**src/rtl/morph3x3_filter.sv**
```systemverilog
// Streaming 3x3 binary dilation/erosion over N independent bit planes.
// Two rows live in one prefetched line-buffer RAM; borders are padded with the neutral value.
`timescale 1ns/1ps
module morph3x3_filter #(
    parameter int N         = 1,
    parameter int MAX_WIDTH = 1024,
    parameter int WW        = 16
) (
    input  logic          clock,
    input  logic          reset_n,
    input  logic [WW-1:0] width,
    input  logic [WW-1:0] height,
    input  logic          mode,
    input  logic [8:0]    mask,
    input  logic          in_write,
    input  logic [N-1:0]  in_pixel,
    output logic          out_read,
    output logic [N-1:0]  out_pixel,
    output logic          busy,
    output logic          frame_done,
    output logic          cfg_err
);

    localparam int AW = (MAX_WIDTH > 1) ? $clog2(MAX_WIDTH) : 1;
    localparam logic [WW:0] MAX_W = (WW+1)'(MAX_WIDTH);

    typedef enum logic [1:0] {IDLE, RUN, FLUSH} state_t;
    state_t state_reg, state_next;

    logic [WW-1:0]    w_reg, h_reg, col_reg, row_reg, cen_col_reg, cen_row_reg;
    logic [AW-1:0]    addr_reg, next_addr, rd_addr;
    logic             mode_reg, primed_reg;
    logic [8:0]       mask_reg, tap_ok;
    logic [2:0][N-1:0] left_reg, mid_reg, new_col;
    logic [2*N-1:0]   line_mem [MAX_WIDTH];
    logic [2*N-1:0]   line_rd_reg;

    logic          cfg_ok, start, wr_fire, emit, col_last, row_last, last_in, flush_end;
    logic [WW-1:0] eff_w, next_col;
    logic [N-1:0]  wr_pix, result;
    logic [N-1:0]  win [9];

    always_comb begin
        cfg_ok    = (width >= WW'(2)) && ({1'b0, width} <= MAX_W) && (height >= WW'(2));
        start     = (state_reg == IDLE) && in_write && cfg_ok;
        // FLUSH injects zero pixels so the trailing outputs drain; bottom padding masks them.
        wr_fire   = start || ((state_reg == RUN) && in_write) || (state_reg == FLUSH);
        emit      = wr_fire && primed_reg;
        eff_w     = (state_reg == IDLE) ? width : w_reg;
        col_last  = (col_reg == eff_w - WW'(1));
        row_last  = (row_reg == h_reg - WW'(1));
        next_col  = col_last ? '0 : col_reg + WW'(1);
        next_addr = col_last ? '0 : addr_reg + AW'(1);
        // Prefetch the column that the next write will need, so read data is ready in time.
        rd_addr   = wr_fire ? next_addr : addr_reg;
        wr_pix    = (state_reg == FLUSH) ? '0 : in_pixel;
        last_in   = (state_reg == RUN) && in_write && row_last && col_last;
        flush_end = (state_reg == FLUSH) && (row_reg == WW'(1)) && (col_reg == '0);
        new_col[0] = line_rd_reg[2*N-1:N];
        new_col[1] = line_rd_reg[N-1:0];
        new_col[2] = wr_pix;
    end

    always_comb begin
        state_next = state_reg;
        unique case (state_reg)
            IDLE:    if (start)     state_next = RUN;
            RUN:     if (last_in)   state_next = FLUSH;
            FLUSH:   if (flush_end) state_next = IDLE;
            default:                state_next = IDLE;
        endcase
    end

    always_comb begin
        for (int k = 0; k < 9; k++) begin
            tap_ok[k] = mask_reg[k]
                && !((k < 3)      && (cen_row_reg == '0))
                && !((k >= 6)     && (cen_row_reg == h_reg - WW'(1)))
                && !((k % 3 == 0) && (cen_col_reg == '0))
                && !((k % 3 == 2) && (cen_col_reg == w_reg - WW'(1)));
        end
    end

    for (genvar gi = 0; gi < 9; gi++) begin : g_tap
        localparam int R = gi / 3;
        localparam int C = gi % 3;
        if (C == 0) begin : g_left
            assign win[gi] = left_reg[R];
        end else if (C == 1) begin : g_mid
            assign win[gi] = mid_reg[R];
        end else begin : g_right
            assign win[gi] = new_col[R];
        end
    end

    for (genvar gi = 0; gi < N; gi++) begin : g_plane
        logic [8:0] bits;
        always_comb begin
            for (int k = 0; k < 9; k++) bits[k] = win[k][gi];
        end
        assign result[gi] = mode_reg ? &(bits | ~tap_ok) : |(bits & tap_ok);
    end

    // Each entry holds {row r-1, row r} for its column.
    always_ff @(posedge clock) begin
        if (wr_fire) line_mem[addr_reg] <= {new_col[1], wr_pix};
        line_rd_reg <= line_mem[rd_addr];
    end

    always_ff @(posedge clock or negedge reset_n) begin
        if (!reset_n) begin
            state_reg   <= IDLE;
            w_reg       <= '0;
            h_reg       <= '0;
            mode_reg    <= 1'b0;
            mask_reg    <= '0;
            col_reg     <= '0;
            row_reg     <= '0;
            addr_reg    <= '0;
            cen_col_reg <= '0;
            cen_row_reg <= '0;
            primed_reg  <= 1'b0;
            left_reg    <= '0;
            mid_reg     <= '0;
            out_read    <= 1'b0;
            out_pixel   <= '0;
            frame_done  <= 1'b0;
            cfg_err     <= 1'b0;
        end else begin
            state_reg  <= state_next;
            out_read   <= emit;
            frame_done <= emit && flush_end;
            cfg_err    <= (state_reg == IDLE) && in_write && !cfg_ok;
            if (emit) out_pixel <= result;
            if (start) begin
                w_reg    <= width;
                h_reg    <= height;
                mode_reg <= mode;
                mask_reg <= mask;
            end
            if (flush_end) begin
                col_reg     <= '0;
                row_reg     <= '0;
                addr_reg    <= '0;
                cen_col_reg <= '0;
                cen_row_reg <= '0;
                primed_reg  <= 1'b0;
            end else if (wr_fire) begin
                col_reg  <= next_col;
                addr_reg <= next_addr;
                if (col_last) row_reg <= row_last ? '0 : row_reg + WW'(1);
                // Outputs begin with the write after pixel (1,0), i.e. W+1 writes in.
                if ((row_reg == WW'(1)) && (col_reg == '0)) primed_reg <= 1'b1;
                left_reg <= mid_reg;
                mid_reg  <= new_col;
                if (emit) begin
                    if (cen_col_reg == w_reg - WW'(1)) begin
                        cen_col_reg <= '0;
                        cen_row_reg <= (cen_row_reg == h_reg - WW'(1)) ? '0 : cen_row_reg + WW'(1);
                    end else begin
                        cen_col_reg <= cen_col_reg + WW'(1);
                    end
                end
            end
        end
    end

    assign busy = (state_reg == FLUSH);

endmodule

```
**config.mk**
```make
export PLATFORM = sky130hd
export DESIGN_NAME = morph3x3_filter
export DESIGN_NICKNAME = d
export VERILOG_FILES = /design/src/rtl/morph3x3_filter.sv
export SDC_FILE = /design/constraint.sdc
export NUM_CORES = 2
export LEC_CHECK = 0
export ABC_CLOCK_PERIOD_IN_PS = 16700
export BUFFER_PORTS_ARGS = -buffer_cell sky130_fd_sc_hd__buf_4
export CORE_ASPECT_RATIO = 2
export CORE_MARGIN = 4
export CORE_UTILIZATION = 45
export CTS_BUF_LIST = sky130_fd_sc_hd__clkbuf_16
export DETAILED_ROUTE_END_ITERATION = 10
export REMOVE_ABC_BUFFERS = 1
export SYNTH_ARGS = -nofsm -noshare
export SYNTH_HDL_FRONTEND = slang
export SYNTH_SLANG_ARGS = --single-unit
export TNS_END_PERCENT = 100
```
**constraint.sdc**
```tcl
create_clock -name clock -period 16.7 [get_ports clock]
set_input_delay 1.67 -clock clock [delete_from_list [all_inputs] [get_ports clock]]
set_output_delay 1.67 -clock clock [all_outputs]
set_load 0.005 [all_outputs]
```
# After elaboration in Yosys (flattened, before gate mapping)

Memories as Yosys holds them, arrays and structs flattened. A register that Yosys moved wholly into a read port is not among the register bits.
Cells that the tools add are included.

Memory bits (writable): 2048
Output and inout port bits: 5
Logic and storage cells: 127
Flip-flop bits (word level): 129
Memories: 1

Add/subtract/negate cells: 8
Magnitude comparators: 3
Mux-type cells: 31
Eq/ne operators: 10
Bitwise operators: 4
Reductions and logical operators: 49

Memory list:

| memory   | words | width | rd ports | clocked after Yosys merged registers in | write ports | RTL line | text |
|---|---|---|---|---|---|---|---|
| line_mem | 1024  | 2     | 1        | 1                                       | 1           | 35       | `logic [2*N-1:0] line_mem [MAX_WIDTH];` |

Operator list:

| kind                                                               | number |
|---|---|
| 2-to-1 mux 16 bit                                                  | 17 |
| adder 16 x 1 -> 16 bit, second input constant                      | 4 |
| == test 16 bit                                                     | 4 |
| logical NOT 16 bit                                                 | 3 |
| subtractor 16 x 1 -> 16 bit, second input constant                 | 3 |
| greater-or-equal comparator 16 x 2 -> 1 bit, second input constant | 2 |
| 2-to-1 mux 10 bit                                                  | 3 |
| logical AND 1 bit                                                  | 25 |
| == test 16 x 1 -> 1 bit, second input constant                     | 1 |
| <= comparator 16 x 11 -> 1 bit, second input constant              | 1 |
| adder 10 x 1 -> 10 bit, second input constant                      | 1 |
| nonzero test 2 bit                                                 | 5 |
| bitwise AND 9 bit                                                  | 1 |
| inverter 9 bit                                                     | 1 |
| bitwise OR 9 bit                                                   | 1 |
| AND reduction 9 bit                                                | 1 |
| OR reduction 9 bit                                                 | 1 |
| AND reduction 2 bit                                                | 4 |
| 2-to-1 mux 1 bit                                                   | 7 |
| 2-to-1 mux 2 bit                                                   | 3 |
| case mux 2 bit (3 select lines)                                    | 1 |
| AND reduction 3 bit                                                | 2 |
| logical NOT 1 bit                                                  | 5 |
| != test 2 bit, second input constant                               | 2 |
| 6 further kinds                                                    | 7 |

# Depth between registers and ports, before layout

Depth in word-level cells: 10
Gate-level depth with buffers: 26
Mapped depth without buffers: 18

# Worst setup path after synthesis

No wires, ideal clock.

Path kind: register -> register
Start point: register line_rd_reg[0], read port of line_mem
End point: memory line_mem[0][1] (netlist bit), data pin
Buffers on the path: 0
Setup slack: 1.102 ns
Stages on the path, launching flop included: 1
Clock period less this slack: 15.598 ns
Arrival: 12.776 ns
Library setup time: 2.822 ns
Cell sequence: dfxtp_1

RTL lines:

| item            | RTL line | text |
|---|---|---|
| start, declared | 36       | `logic [2*N-1:0] line_rd_reg;` |
| end, declared   | 35       |  |

No word-level cell before the write port.

# Worst setup path in the final report

Start point: register state_reg[1]
End point: register line_rd_reg[0], read port of line_mem

Word-level cells in the longest chain between the ends: 6

RTL lines:

| item                                                             | RTL line | text |
|---|---|---|
| start, declared                                                  | 28       | `state_t state_reg, state_next;` |
| start signal, assigned                                           | 130      | `state_reg <= state_next;` |
| logical NOT 2 bit                                                | 45, 49   |  |
| 2-to-1 mux 16 bit or logical AND 1 bit (tied branches)           | 49, 45   |  |
| subtractor 16 x 1 -> 16 bit or logical AND 1 bit (tied branches) | 50, 45   |  |
| == test 16 bit or logical OR 1 bit (tied branches)               | 50, 47   |  |
| 2-to-1 mux 10 bit or logical OR 1 bit (tied branches)            | 53, 47   |  |
| 2-to-1 mux 10 bit *                                              | n/a      |  |

Every way passes the cells marked *; elsewhere a longest branch is shown, timed or not.
A chain may end at the register's enable or synchronous reset.

==> impl_metrics.tcl <==
set metrics [dict create \
    outcome "complete, but fails checks" \
    violations "max-capacitance violations, max-slew violations" \
    rows 238 \
    hold_violations 0 \
    final_cells 10500 \
    slew_violations 6 \
    final_area_sq_um 104000 \
    crit_fanout 64 \
    synth_top_family_by_area "simple AND/OR/NAND/NOR gates" \
    clock-sinks 2179 \
    synth_edf_count 2048 \
    cellPowerDensity_nw_per_um2 113 \
    cts.hold.buffers_added 0 \
    critical_path_class "reg2reg" \
    synth-main-ff-cell "edfxtp_1" \
    avgSynthCellArea_sq_um 12.3 \
    cts.path.max_buffers 4 \
    cts_setup_buffers 0 \
    synth-seq-area-share_pct 68.1 \
    route.detailed.drc 0 \
    synth_top_area_cell "edfxtp_1" \
    crit_required_ns 17.40 \
    finalCritPeriodShare_pct 57.6 \
    grt_pass1_vias 66600 \
    cap_viol_max_count 2 \
    post_drt_wl_per_cell_microns 32.4 \
    postSynth.asyncResetShare_pct 5.92 \
    synthSimpleGateAreaFrac_pct 14.1 \
    portBuffers 50 \
    worstSkewPairLatency_ns 0.86 \
    antenna_found_initial 12 \
    hp-start "out_pixel" \
    core_sq_um 210000 \
    holdPathEnd "out_pixel" \
    synth-warning-count 0 \
    power.total_mw 11.8 \
    drive_above_1_share_pct 8.30 \
    antenna_left 0 \
    clock.fmax_mhz 104 \
    die_height_microns 658 \
    rr_endpoint "line_rd_reg[0]" \
    die_area_sq_um 219000 \
    largest_register_ffs 2048 \
    num_io_pins 51 \
    hold_path.class "reg2reg" \
    seqCellArea_sq_um 64800 \
    synth_top_area_share_pct 64.7 \
    grt_setup_unrepaired "no" \
    worstMarginPinSlew_ns 1.56 \
    r2r_cells 22 \
    htree_levels 4 \
    clkSlewWorstSetupHoldPaths_ns 0.07 \
    cts-buffers-inserted 190 \
    die_x_microns 333 \
    hold_depth 1 \
    synthTopCellsByArea "edfxtp_1, mux2i_1, nand2_1" \
    post-route-util_pct 49.5 \
    multi_input_area_sq_um 27900 \
    synth_cell_types 88 \
    syn_area_sq_um 95100 \
    setup_violations 0 \
    top_register "line_mem" \
    num_vias 66300 \
    first_pass_iters 6 \
    synth-xor-area-share_pct 1.05 \
    ir_drop_v 0.0000868 \
    vias_per_cell 6.32 \
    fin_skew_ns 0.0563 \
    dp.cells 10100 \
    hold_ws_ns 0.509 \
    cts_tree "built" \
    tns_ns 0 \
    cts_resized 0 \
    synth_compound_area_share_pct 7.24 \
    endpoint_kind "flop" \
    syn_to_final_growth_pct 9.31 \
    place_area_sq_um 98200 \
    p_leak_nw 32.5 \
    syn_inst 7745 \
    start_util_pct 45.2 \
    hpwl_mm 202 \
    gp_congestion 0.941 \
    synth_commonest_cells "edfxtp_1, nand2_1, nor2_1" \
    dp_slack_ns 6.58 \
    root_buffer "clkbuf_16" \
    routed_wl_mm 340 \
    grt_max_degree 250 \
    setup_ws_ns 7.09 \
    grt_pass1_wl_mm 477 \
    muxShareOfSynthArea_pct 6.33 \
    slew_headroom_pct -4.70 \
    synth_fa_ha_area_share_pct 0.197 \
    cp.arrival_ns 10.31 \
    start_kind "flop" \
    regToRegSetupSlack_ns 7.09 \
    synth-seq-cells 2179 \
    grtUsageTotal_pct 30.1 \
    nFillCells 18500 \
    overflow 0 \
    layout.nets 7629 \
    first_iter_violations 7375 \
    fin_crit_ns 9.61 \
    synth_most_common_cell "edfxtp_1" \
    timing.rr.start "state_reg[1]" \
]
==> critical path: stages (launching register included) <==
cell and delay [ns]:
dfrtp_1 0.70, or2_1 0.18, buf_4 0.33, mux2i_4 0.34, ha_1 0.34, inv_1 0.12
nor4_1 0.35, a31o_2 0.19, nor2b_1 0.19, mux2_2 0.39, or4_1 0.52, buf_4 0.26
o21ai_4 0.43, buf_4 0.79, buf_4 0.83, mux2i_1 0.34, o221ai_1 0.18, a31oi_1 0.24
nor3_1 0.07, a2111oi_0 1.07, a21boi_0 0.40, a211oi_2 0.88, a221oi_1 0.22
==> per-layer routing <==
| metal | share of wire [%] | track usage, % | vias to the layer above |
|---|---|---|---|
| met5 | 0.012 | 0 | - |
| met4 | 10 | 26.3 | 6 |
| met3 | 8.2 | 5.43 | 1247 |
| met2 | 50 | 51.8 | 3505 |
| met1 | 32 | 31.7 | 33500 |
| li1 | - | - | 28000 |
==> layout by cell type (no fill, tap or decap), types with 12 or more instances in the layout <==
cell type  instances
nor2b_1           19
o21ai_0          149
mux2i_1          531
a2111oi_0         24
a311oi_1          20
o221ai_1          71
nor4_1            75
a31oi_1           50
or3_1             18
a211oi_1          84
or2_2             24
nor2_1          1136
o2111ai_1         16
buf_4            225
a21oi_1          273
nand3_1          408
mux2_2            47
diode_2           12
xnor2_1           57
clkbuf_16        193
dfrtp_1          128
nand2_1         1195
nand4_1           48
clkinv_1          41
clkinv_2          33
nand2b_1          23
inv_1             79
o22ai_1          128
a221oi_1          18
o211a_1           21
a22oi_1           17
nor3_1            99
o211ai_1          27
and3_1            53
o31ai_1           33
xor2_1            56
edfxtp_1        2048
ha_1              15
a32oi_1           20
==> cell families after synthesis <==
group           Yosys count
simple gates           3174
flops                  2179
compound gates         1034
buf+inv                 643
mux                     586
xor+xnor                114
fa+ha+maj                15
==> power by group <==
part | switching, mW | internal [mW]
combinational | 1.14 | 0.209
clock | 1.99 | 2.26
sequential | 0.0329 | 6.14
==> cell type report <==
class                           count  share of cell area [%]
Antenna cell                       12                  0.0289
Clock buffer                      193                    4.65
Clock inverter                    142                   0.886
Inverter                           34                   0.130
Multi-Input combinational cell   4923                    26.8
Sequential cell                  2179                    62.3
Tap cell                         2760                    3.32
Timing Repair Buffer              240                    1.87
==> worst max path at each step <==
stage,start,to,slack (ns),cells past startpoint
after floorplan,width[0],line_rd_reg[1],-18.18,17
after global placement,width[3],line_rd_reg[0],6.52,18
after detailed placement,width[3],line_rd_reg[0],6.58,18
after CTS,state_reg[1],line_rd_reg[0],7.14,22
after global routing,state_reg[1],line_rd_reg[0],6.90,22
final,state_reg[1],line_rd_reg[0],7.09,22
No activity file was read; power rests on OpenSTA's default activity.
